===== config.mk =====
export PLATFORM = sky130hd
export DESIGN_NAME = regbank_ctrl
export DESIGN_NICKNAME = d
export VERILOG_FILES = /design/src/rtl/regbank_ctrl.sv
export SDC_FILE = /design/constraint.sdc
export NUM_CORES = 1
export LEC_CHECK = 0
export ABC_CLOCK_PERIOD_IN_PS = 2200
export CAP_MARGIN = 30
export CORE_UTILIZATION = 43
export CTS_BUF_LIST = sky130_fd_sc_hd__clkbuf_4
export CTS_CLUSTER_SIZE = 12
export DETAILED_ROUTE_END_ITERATION = 6
export PLACE_DENSITY = 0.81
export SLEW_MARGIN = 20
export SYNTH_ARGS = -nofsm -noshare
export SYNTH_HDL_FRONTEND = slang
export SYNTH_SLANG_ARGS = --single-unit

===== constraint.sdc =====
create_clock -name clk -period 2.2 [get_ports clk]
set_clock_uncertainty 0.15 [all_clocks]
set_input_delay 0.44 -clock clk [delete_from_list [all_inputs] [get_ports clk]]
set_output_delay 0.44 -clock clk [all_outputs]
set_load 0.05 [all_outputs]

===== src/rtl/regbank_ctrl.sv =====
// regbank_ctrl: command front end for a 16 x 8-bit register bank.
//
// Accepts single and block write/read commands, drives the bank strobes
// one beat at a time and returns read data through a response channel.
//
// Handshakes: a transfer happens on a rising clk edge where valid & ready
// are both high. A producer keeps valid and its payload stable until that
// edge; a consumer may move ready freely.
//   command  channel: cmd_valid (in)  / cmd_ready (out), payload cmd_*
//   response channel: rsp_valid (out) / rsp_ready (in),  payload rsp_*
//
// Build option:
//   REGBANK_CTRL_FILL_INC_EN - when defined, block-fill beat i writes
//   cmd_data + i (mod 256); otherwise every fill beat writes cmd_data.
//
// The FSM state is exported on dbg_state for checkers.

module regbank_ctrl (
    input  logic       clk,
    input  logic       rst,
    // command channel
    input  logic       cmd_valid,
    output logic       cmd_ready,
    input  logic [1:0] cmd_op,
    input  logic [3:0] cmd_addr,
    input  logic [3:0] cmd_len,
    input  logic [7:0] cmd_data,
    // register bank port
    output logic       WR,
    output logic       RD,
    output logic [3:0] address,
    output logic [7:0] data_in,
    input  logic [7:0] Data_out,
    // response channel
    output logic       rsp_valid,
    input  logic       rsp_ready,
    output logic [7:0] rsp_data,
    output logic [3:0] rsp_addr,
    output logic       rsp_last,
    // status
    output logic       busy,
    output logic [1:0] dbg_state
);

    localparam logic [1:0] IDLE  = 2'd0;
    localparam logic [1:0] WRITE = 2'd1;
    localparam logic [1:0] READ  = 2'd2;
    localparam logic [1:0] HOLD  = 2'd3;

    logic [1:0] state_q;
    logic [1:0] state_d;
    logic [3:0] addr_q;     // address of the beat being (or last) driven
    logic [3:0] rem_q;      // beats remaining after the current one
    logic [7:0] data_q;     // write data of the current beat
    logic       rsp_valid_q;
    logic [7:0] rsp_data_q;
    logic [3:0] rsp_addr_q;
    logic       rsp_last_q;

    logic       accept;
    logic       rsp_hs;
    logic       last_beat;
    logic       advance;

`ifdef REGBANK_CTRL_FILL_INC_EN
    logic       fill_q;     // current command is a block fill
`endif

    assign accept    = (state_q == IDLE) && cmd_valid;
    assign rsp_hs    = rsp_valid_q && rsp_ready;
    assign last_beat = (rem_q == 4'd0);

    // Step to the next beat: after a non-final write beat, or when a
    // non-final read response has been consumed. The address is only
    // bumped here so it rests on the last driven value while idle or holding.
    assign advance = ((state_q == WRITE) && !last_beat) ||
                     ((state_q == HOLD) && rsp_hs && !last_beat);

    // Next-state selection for the command FSM.
    always_comb begin
        state_d = state_q;
        case (state_q)
            IDLE: begin
                if (cmd_valid) begin
                    state_d = cmd_op[0] ? READ : WRITE;
                end
            end
            WRITE: begin
                if (last_beat) begin
                    state_d = IDLE;
                end
            end
            READ: begin
                state_d = HOLD;
            end
            HOLD: begin
                if (rsp_hs) begin
                    state_d = last_beat ? IDLE : READ;
                end
            end
            default: begin
                state_d = IDLE;
            end
        endcase
    end

    // State register; reset forces IDLE at once, which drops WR/RD.
    always_ff @(posedge clk or posedge rst) begin
        if (rst) begin
            state_q <= IDLE;
        end else begin
            state_q <= state_d;
        end
    end

    // Beat datapath: latch the command on accept, then walk the address
    // (wrapping 15 -> 0) and count down the remaining beats.
    always_ff @(posedge clk or posedge rst) begin
        if (rst) begin
            addr_q <= 4'd0;
            rem_q  <= 4'd0;
            data_q <= 8'd0;
        end else if (accept) begin
            addr_q <= cmd_addr;
            rem_q  <= cmd_op[1] ? cmd_len : 4'd0;
            data_q <= cmd_data;
        end else if (advance) begin
            addr_q <= addr_q + 4'd1;
            rem_q  <= rem_q - 4'd1;
`ifdef REGBANK_CTRL_FILL_INC_EN
            if (fill_q) begin
                data_q <= data_q + 8'd1;
            end
`endif
        end
    end

`ifdef REGBANK_CTRL_FILL_INC_EN
    // Remember whether the accepted command is a block fill.
    always_ff @(posedge clk or posedge rst) begin
        if (rst) begin
            fill_q <= 1'b0;
        end else if (accept) begin
            fill_q <= (cmd_op == 2'b10);
        end
    end
`endif

    // Response register: capture bank data at the end of a READ cycle and
    // hold it untouched until the consumer takes it.
    always_ff @(posedge clk or posedge rst) begin
        if (rst) begin
            rsp_valid_q <= 1'b0;
            rsp_data_q  <= 8'd0;
            rsp_addr_q  <= 4'd0;
            rsp_last_q  <= 1'b0;
        end else if (state_q == READ) begin
            rsp_valid_q <= 1'b1;
            rsp_data_q  <= Data_out;
            rsp_addr_q  <= addr_q;
            rsp_last_q  <= last_beat;
        end else if (rsp_hs) begin
            rsp_valid_q <= 1'b0;
        end
    end

    assign cmd_ready = (state_q == IDLE);
    assign busy      = (state_q != IDLE);
    assign WR        = (state_q == WRITE);
    assign RD        = (state_q == READ);
    assign address   = addr_q;
    assign data_in   = data_q;
    assign rsp_valid = rsp_valid_q;
    assign rsp_data  = rsp_data_q;
    assign rsp_addr  = rsp_addr_q;
    assign rsp_last  = rsp_last_q;
    assign dbg_state = state_q;

endmodule


Yosys cells after proc, flatten, opt, wreduce, memory -nomap -nowiden

Index checks and enable logic that the tools add are counted.
Widths: inputs -> output; s select.

Flip-flop bits (word level): 32
Output and inout bits: 32
Logic and storage cells: 42

Add/sub/neg operators: 2
Equal/unequal tests: 6
Mux-type cells: 13
Reductions and logical operators: 13

Operator list:

| operator            | count |
|---|---|
| $mux 4              | 5 |
| $mux 2              | 5 |
| $pmux 2 s4          | 1 |
| $reduce_bool 2->1   | 3 |
| $logic_and 1x1->1   | 5 |
| $add 4x1->4 const B | 1 |
| $eq 2x2->1 const B  | 2 |
| $logic_not 4->1     | 1 |
| $ne 2x2->1 const B  | 2 |
| $sub 4x1->4 const B | 1 |
| $reduce_and 3->1    | 1 |
| $eq 2x1->1 const B  | 1 |
| $logic_not 2->1     | 1 |
| $mux 1              | 2 |
| $ne 2x1->1 const B  | 1 |
| $logic_not 1->1     | 1 |
| $logic_or 1x1->1    | 1 |

Longest topological paths before layout

Gate-level depths: netlist (run 1).

Word-level depth: 6
Depth in mapped cells: 7
Mapped depth without buffers: 6

Least setup slack after synthesis (run 1)

No wires, ideal clock.

Kind: flip-flop to output port
Start point: register state_q[0] (netlist: dbg_state[0])
End point: output WR
Arrival: 1.714 ns
Data required time: 1.610 ns
Slack: -0.104 ns
Cell stages (with the launch flop): 3
Buffers on the path: 1
Path through: dfrtp_1 > buf_2 > nor2b_1

Longest elaborated chain between the ends: 1

Ends and longest elaborated chain:

| item                   | line | RTL |
|---|---|---|
| start, declared        | 50   | `logic [1:0] state_q;` |
| start signal, assigned | 112  | `state_q <= state_d;` |
| $eq 2x1->1             | 169  | `assign WR = (state_q == WRITE);` |
| end, declared          | 29   | `output logic WR,` |

Every way passes these cells.

Final worst setup path (run 1)

Start point: register addr_q[1] (netlist: address[1])
End point: output address[1]

RTL lines:

| item                   | line | RTL |
|---|---|---|
| start, declared        | 52   | `logic [3:0] addr_q;` |
| start signal, assigned | 124  | `addr_q <= cmd_addr;` |
| start signal, assigned | 128  | `addr_q <= addr_q + 4'd1;` |
| end, declared          | 31   | `output logic [3:0] address,` |

No word-level cell between the ends.

==> qor.log, run 1 <==
INFO  outcome        outcome=finished, final reports clean
INFO  worst_setup_path crit_path_top_delay_cell=sky130_fd_sc_hd__clkdlybuf4s50_1
INFO  yosys          yosysTopAreaCell=sky130_fd_sc_hd__dfrtp_1
INFO  worst_setup_path worstSetupStartpointType=flip-flop
INFO  die            die-width=60.2um
INFO  worst_setup_path launch_instance_of_the_worst_register_to_register_path=rem_q[0]
INFO  clock_tree     tritoncts.num_buffers=5
INFO  die            dieHeight=60.2um
INFO  worst_setup_path cp-end-kind=output port
INFO  die            fp-row-count=20
INFO  yosys          synth.avg_cell_area=9.15squm
INFO  worst_setup_path cp_top_delay_family=buffers and inverters
INFO  worst_setup_path timing.setup.critical_path_class=flip-flop to output port
INFO  global_route   grt_start_max_net_pins=23
INFO  timing         min_period=2140ps
INFO  global_route   grt-busiest-layer=met2
INFO  worst_setup_path worstPathCellList=clkdlybuf4s50_1
INFO  worst_setup_path worstPathBufferInverterCount=1
INFO  clock_tree     cts_num_sinks=32
INFO  timing         final_setup_fails=0
INFO  detailed_routing vias=1298
INFO  place          port_buffers=61
INFO  yosys          synth.net_count=191
INFO  die            floorplan.initialDensity=46.5%
INFO  yosys          postSynth.asyncResetShare=100%
INFO  run            maxCapViolCount=0
INFO  power          leakage=1.05nW
INFO  die            fp.dieArea=0.00362sqmm
INFO  final_layout   nNetsFinal=254
INFO  yosys          synthDominantCellAreaShare=55.0%
INFO  yosys          most_instantiated_library_cell_after_synthesis=sky130_fd_sc_hd__nand2_1
INFO  place          dp_area=0.00213sqmm
INFO  die            ioPinCount=62
INFO  clock_tree     clock_tree.buffer_depth=2
INFO  clock_tree     post_cts.repair.setup_buffers=0
INFO  timing         worst_pin_slew=509ps
INFO  timing         fin_worst_hold_slack=281ps
INFO  yosys          ys_seq_elements=32
INFO  yosys          synthTopCellsByCount=sky130_fd_sc_hd__nand2_1, sky130_fd_sc_hd__dfrtp_1, sky130_fd_sc_hd__o21ai_0
INFO  place          place_inst=259
INFO  global_route   via_count_of_the_first_global_routing_pass=1238
INFO  global_route   remaining_global_route_overflow=0
INFO  clock_tree     ctsHoldBuffers=0
INFO  final_layout   synthToLayoutAreaGrowth=51.9%
INFO  power          p_per_area=1730mW/mm^2
INFO  detailed_routing vias_per_cell=4.86
INFO  worst_setup_path rr_worst_depth=6
INFO  timing         finalHoldViolations=0
INFO  clock_tree     worst_skew_pair.late_latency=330ps
INFO  final_layout   fillCellCount=233
INFO  global_route   grt_use_total=20.8%
INFO  global_route   use_met3=7.36%
INFO  yosys          yosys-top-cells-area=sky130_fd_sc_hd__dfrtp_1, sky130_fd_sc_hd__nand2_1, sky130_fd_sc_hd__o21ai_0
INFO  detailed_routing first_pass_iters=4
INFO  timing         final.setup.tns=0ps
INFO  worst_setup_path timing.critical_path.arrival=1550ps
INFO  timing         setup_repair_after_global_routing_missed_its_margin=false
INFO  worst_setup_path ff2ff_setup_slack=200ps
INFO  timing         slew-limit-headroom=66.0%
INFO  detailed_routing final_antenna_net_count=0
INFO  clock_tree     clk_pin_slew=100ps
INFO  global_route   globalRouteMet2Util=33.3%
INFO  clock_tree     cts_tree=done
INFO  timing         max_freq=468MHz
INFO  detailed_routing wl_per_cell=12.7um
INFO  yosys          ys_types=30
INFO  final_layout   final_antenna_diode_count=0
INFO  yosys          synthesis.yosys.warnings=0
INFO  worst_setup_path required=1610ps
INFO  worst_setup_path critical_path.max_stage_delay=820ps
INFO  place          routabilityCongestion=0.744
INFO  power          max-vdd-ir-drop=0.000606V
INFO  timing         report.final.slew_viol_count=0
INFO  global_route   number_of_antenna_violations_at_the_first_check_in_global_routing=0
INFO  detailed_routing drc=0
INFO  worst_setup_path worst_setup_path_startpoint=address[1]
INFO  yosys          ys_seq_area_share=55.0%
INFO  clock_tree     htreeDepth=2
INFO  worst_setup_path worst-path-max-fanout=2
INFO  global_route   wire_length_of_the_first_global_routing_pass=5.32mm
INFO  detailed_routing finalWirelength=3.39mm
INFO  yosys          synth_top_flop_cell=sky130_fd_sc_hd__dfrtp_1
INFO  detailed_routing drt_iter0_markers=56
INFO  die            fp.coreArea=0.00313sqmm
INFO  yosys          synth_cells=159
INFO  clock_tree     cts_root_buf=sky130_fd_sc_hd__clkbuf_4
INFO  timing         fin_crit_sh=97.1%
INFO  final_layout   layout-drive-gt1-share=11.2%
INFO  global_route   gr-usage-met1=23.8%
INFO  yosys          edff_count_synth=0
INFO  final_layout   finalInstanceArea=0.00221sqmm
INFO  worst_hold_path hold_class=input pin to asynchronous set/reset pin
INFO  place          place.detailed.hpwl=2.59mm
INFO  worst_setup_path crit-reg2reg-capture=rem_q[1]
INFO  yosys          synth.cell_area=0.00146sqmm
INFO  final_layout   fin_cells=267
==> sequential cells by signal (all words and copies together), names as in the netlist <==
signal     cells
rsp_valid      1
rsp_data       8
rsp_last       1
rsp_addr       4
data_in        8
address        4
dbg_state      2
rem_q          4
==> layout make-up <==
class	instances	area (sq um)	area share, %
sequential	32	802	36.3
timing repair buffer	65	669	30.3
multi-input combinational	112	583	26.4
tap	44	55.1	2.49
clock buffer	5	37.5	1.70
clock inverter	3	37.5	1.70
inverter	6	26.3	1.19
==> report_power, final <==
part | leakage, nW | internal (mW) | switching (mW)
logic | 0.626 | 0.811 | 1.49
registers | 0.389 | 0.878 | 0.237
clock network | 0.0403 | 0.232 | 0.190
==> how the worst max path moves through the flow <==
stage / slack [ps] / depth (start not counted) / to
6_report: 60 / 1 / address[1]
5_1_grt: 20 / 1 / address[1]
4_1_cts: 9 / 1 / address[2]
3_5_place_dp: 80 / 4 / address[3]
3_3_place_gp: 150 / 4 / rem_q[2]
2_1_floorplan: 150 / 3 / cmd_ready
==> through the flow <==
| stage | setup WS (ps) | power [mW] | utilization [%] |
|---|---|---|---|
| 6_report | 62.9 | 3.84 | 70.7 |
| 5_1_grt | 15.7 | 4.06 | 70.7 |
| 3_3_place_gp | 146 | 3.36 | 68.1 |
| 4_1_cts | 8.87 | 3.87 | 70.4 |
| 2_1_floorplan | 147 | 2.67 | - |
| 3_5_place_dp | 81.4 | 3.45 | 68.1 |
==> what timing repair did <==
item                                    4_1_cts  5_1_grt
endpoints found under the setup margin        1        3
gates resized for setup                       1        3
cloned                                        0        0
==> cells by family after synthesis <==
kind of cell               count (synthesis)  synth area share [%]
buffers and inverters                     15                  5.07
AOI/OAI and AO/OA                         17                  6.71
DFF                                       32                  55.0
adders and majority gates                  2                  1.72
muxes                                      3                  2.15
and+or+nand+nor                           86                  26.9
xor gates and xnor gates                   4                  2.41
==> per-layer routing <==
layer | part of all wire, % | vias up | wire (um)
li1 | - | 636 | -
met1 | 42 | 598 | 1420
met2 | 48 | 52 | 1620
met3 | 6.9 | 12 | 235
met4 | 3.3 | 0 | 113
met5 | 0 | - | 0
==> layout by cell type, fill, tap and decap left out, drive strengths merged <==
cell type	synthesis	final
a21bo	1	1
a21oi	4	4
a31oi	1	1
buf	7	10
bufinv	0	1
clkbuf	2	5
clkdlybuf4s50	0	51
clkinv	0	2
clkinvlp	0	1
dfrtp	32	32
dlygate4sd2	0	1
dlymetal6s2s	0	3
ha	2	2
inv	6	5
mux2	1	1
mux2i	2	2
nand2	65	65
nand2b	1	1
nand3	7	7
nand4	2	2
nor2	2	2
nor2b	2	2
nor3	1	1
nor3b	2	2
o21ai	11	11
or2	1	1
or3	1	1
or3b	2	2
xnor2	1	1
xor2	3	3
(Power assumes the default switching activity.)
==> run 2: changes to the inputs <==
==> constraint.sdc (replaced) <==
create_clock -name clk -period 2.2 [get_ports clk]
set_clock_uncertainty 0.15 [all_clocks]
set_input_delay 0.55 -clock clk [delete_from_list [all_inputs] [get_ports clk]]
set_output_delay 0.55 -clock clk [all_outputs]
set_load 0.05 [all_outputs]
==> run 2 against run 1 <==
Via count is 2.8% lower. Cell count stayed put. Die area stayed put. Sequential cell count stayed put. Non-clock buffer count stayed put. Largest cell class unchanged. Clock power is 4.7% higher. Highest routed layer unchanged. Cell area is 2.0% higher. Critical path type unchanged. Sequential power hardly changed. Register-to-register slack better by 20 ps. Sequential share of layout area is 0.65 points lower.
==> qor.log, run 2 (synthesis results as in run 1) <==
INFO  die            fp-row-count=20 [unchanged]
INFO  detailed_routing drc=0 [unchanged]
INFO  timing         final.setup.tns=0ps [unchanged]
INFO  detailed_routing final_antenna_net_count=0 [unchanged]
INFO  global_route   wire_length_of_the_first_global_routing_pass=5.28mm [-0.77%]
INFO  timing         report.final.slew_viol_count=0 [unchanged]
INFO  die            fp.dieArea=0.00362sqmm [unchanged]
INFO  power          leakage=1.26nW [+20%]
INFO  worst_setup_path timing.setup.critical_path_class=flip-flop to output port
INFO  timing         setup_repair_after_global_routing_missed_its_margin=false
INFO  timing         max_freq=475MHz [+1.6%]
INFO  global_route   grt_start_max_net_pins=23 [unchanged]
INFO  clock_tree     cts_num_sinks=32 [unchanged]
INFO  detailed_routing wl_per_cell=12.4um [-2.4%]
INFO  timing         fin_crit_sh=95.6% [-1.5 points]
INFO  timing         final_setup_fails=0 [unchanged]
INFO  final_layout   final_cell_mix=sky130_fd_sc_hd__nand2_1, sky130_fd_sc_hd__dfrtp_1, sky130_fd_sc_hd__clkdlybuf4s50_1
INFO  detailed_routing drt_iter0_markers=93 [+66%]
INFO  worst_setup_path required=1500ps [-110 ps]
INFO  timing         slew-limit-headroom=65.6% [-0.40 points]
INFO  final_layout   fillCellCount=237 [+1.7%]
INFO  die            floorplan.initialDensity=46.5% [unchanged]
INFO  worst_setup_path cp-end-kind=output port
INFO  final_layout   layout_commonest_cell=sky130_fd_sc_hd__nand2_1
INFO  timing         min_period=2100ps [-33.9 ps]
INFO  final_layout   layout-drive-gt1-share=14.8% [+3.6 points]
INFO  worst_setup_path worstSetupStartpointType=flip-flop
INFO  worst_hold_path worst_hold_path_startpoint=data_in[0]
INFO  die            ioPinCount=62 [unchanged]
INFO  place          place.detailed.hpwl=2.48mm [-4.0%]
INFO  detailed_routing finalWirelength=3.31mm [-2.4%]
INFO  global_route   number_of_antenna_violations_at_the_first_check_in_global_routing=0 [unchanged]
INFO  clock_tree     tritoncts.num_buffers=5 [unchanged]
INFO  worst_setup_path launch_instance_of_the_worst_register_to_register_path=rem_q[0]
INFO  clock_tree     cts_tree=done
INFO  place          port_buffers=61 [unchanged]
INFO  worst_setup_path worst-path-max-fanout=14 [+12]
INFO  global_route   via_count_of_the_first_global_routing_pass=1227 [-0.89%]
INFO  power          p_per_area=1690mW/mm^2 [-2.4%]
INFO  place          routabilityCongestion=0.753 [+1.2%]
INFO  die            die-width=60.2um [unchanged]
INFO  timing         worst_pin_slew=516ps [+6.73 ps]
INFO  global_route   remaining_global_route_overflow=0 [unchanged]
INFO  clock_tree     post_cts.repair.setup_buffers=0 [unchanged]
INFO  worst_setup_path worst_setup_path_startpoint=dbg_state[0]
INFO  clock_tree     clk_pin_slew=100ps [about the same]
INFO  detailed_routing first_pass_iters=4 [unchanged]
INFO  detailed_routing vias=1262 [-2.8%]
INFO  die            dieHeight=60.2um [unchanged]
INFO  worst_setup_path timing.critical_path.arrival=1400ps [-150 ps]
INFO  final_layout   nNetsFinal=254 [unchanged]
INFO  final_layout   synthToLayoutAreaGrowth=54.9%
INFO  timing         finalHoldViolations=0 [unchanged]
INFO  timing         fin_worst_hold_slack=323ps [+42.3 ps]
INFO  final_layout   final_antenna_diode_count=0 [unchanged]
INFO  detailed_routing vias_per_cell=4.73 [-2.8%]
INFO  worst_hold_path hold_class=flip-flop to flip-flop
INFO  worst_setup_path ff2ff_setup_slack=220ps [+20 ps]
INFO  power          max-vdd-ir-drop=0.000821V [+35%]
INFO  global_route   grt_use_total=19.7% [-1.0 points]
INFO  die            fp.coreArea=0.00313sqmm [unchanged]
INFO  clock_tree     worst_skew_pair.late_latency=320ps [about the same]
INFO  clock_tree     htreeDepth=2 [unchanged]
INFO  run            maxCapViolCount=0 [unchanged]
INFO  clock_tree     cts_root_buf=sky130_fd_sc_hd__clkbuf_4
INFO  clock_tree     clock_tree.buffer_depth=2 [unchanged]
INFO  outcome        outcome=finished, final reports clean
run 2: cell types whose count changed in the layout (fill, tap and decap cells not counted), sizes merged:
| cell | delta |
|---|---|
| clkbuf | +1 |
| dlymetal6s2s | +15 |
| clkdlybuf4s50 | -22 |
| clkinv | -1 |
| buf | +5 |
| dlygate4sd2 | +2 |
run 2: area by class of cell:
class | instances | area [sq um] | area share (%)
timing repair buffer | 65 | 704 | 31.2
tap | 44 | 55.1 | 2.44
clock buffer | 6 | 45.0 | 2.00
inverter | 6 | 28.8 | 1.28
multi-input combinational | 112 | 583 | 25.9
clock inverter | 2 | 35.0 | 1.55
sequential | 32 | 803 | 35.6
run 2: power by group:
group          internal (mW)  switching, mW
Clock                  0.251          0.191
Combinational          0.779           1.48
Sequential             0.879          0.241
Total                   1.91           1.91
run 2: layer usage:
layer	up-vias	part of all wire, %	global-route usage, %
met5	-	0	0
met4	0	0.64	3.65
met3	4	8.0	6.49
met2	49	51	34.7
met1	578	40	23.4
li1	631	-	-
run 2: final timing paths:
check | to | cells past startpoint
setup / recovery | cmd_ready | 3
hold / removal | data_in[0] | 2
setup reg to reg | rem_q[1] | 6
hold reg to reg | data_in[0] | 2
max in group asynchronous | dbg_state[1] | 3
min in group asynchronous | data_in[2] | 3
run 2: critical path, stage by stage (launching register included):
cell	delay [ps]
sky130_fd_sc_hd__dfrtp_2	530
sky130_fd_sc_hd__or2_2	350
sky130_fd_sc_hd__clkinvlp_4	90
sky130_fd_sc_hd__buf_12	130
run 2: timing repair:
action,4_1_cts,5_1_grt
endpoints found under the setup margin,3,19
resized for setup,3,20
hold buffers,0,0
run 2: per-stage QoR:
stage	instance area, sq um	setup WS, ps	util, %	power [mW]	instances
2_1_floorplan	1460	36.7	-	2.67	159
3_3_place_gp	2130	34.3	68.1	3.36	259
3_5_place_dp	2130	2.83	68.1	3.43	259
4_1_cts	2210	1.93	70.5	3.86	267
5_1_grt	2250	50.5	72.1	4.05	267
6_report	2250	96.8	72.1	3.82	267
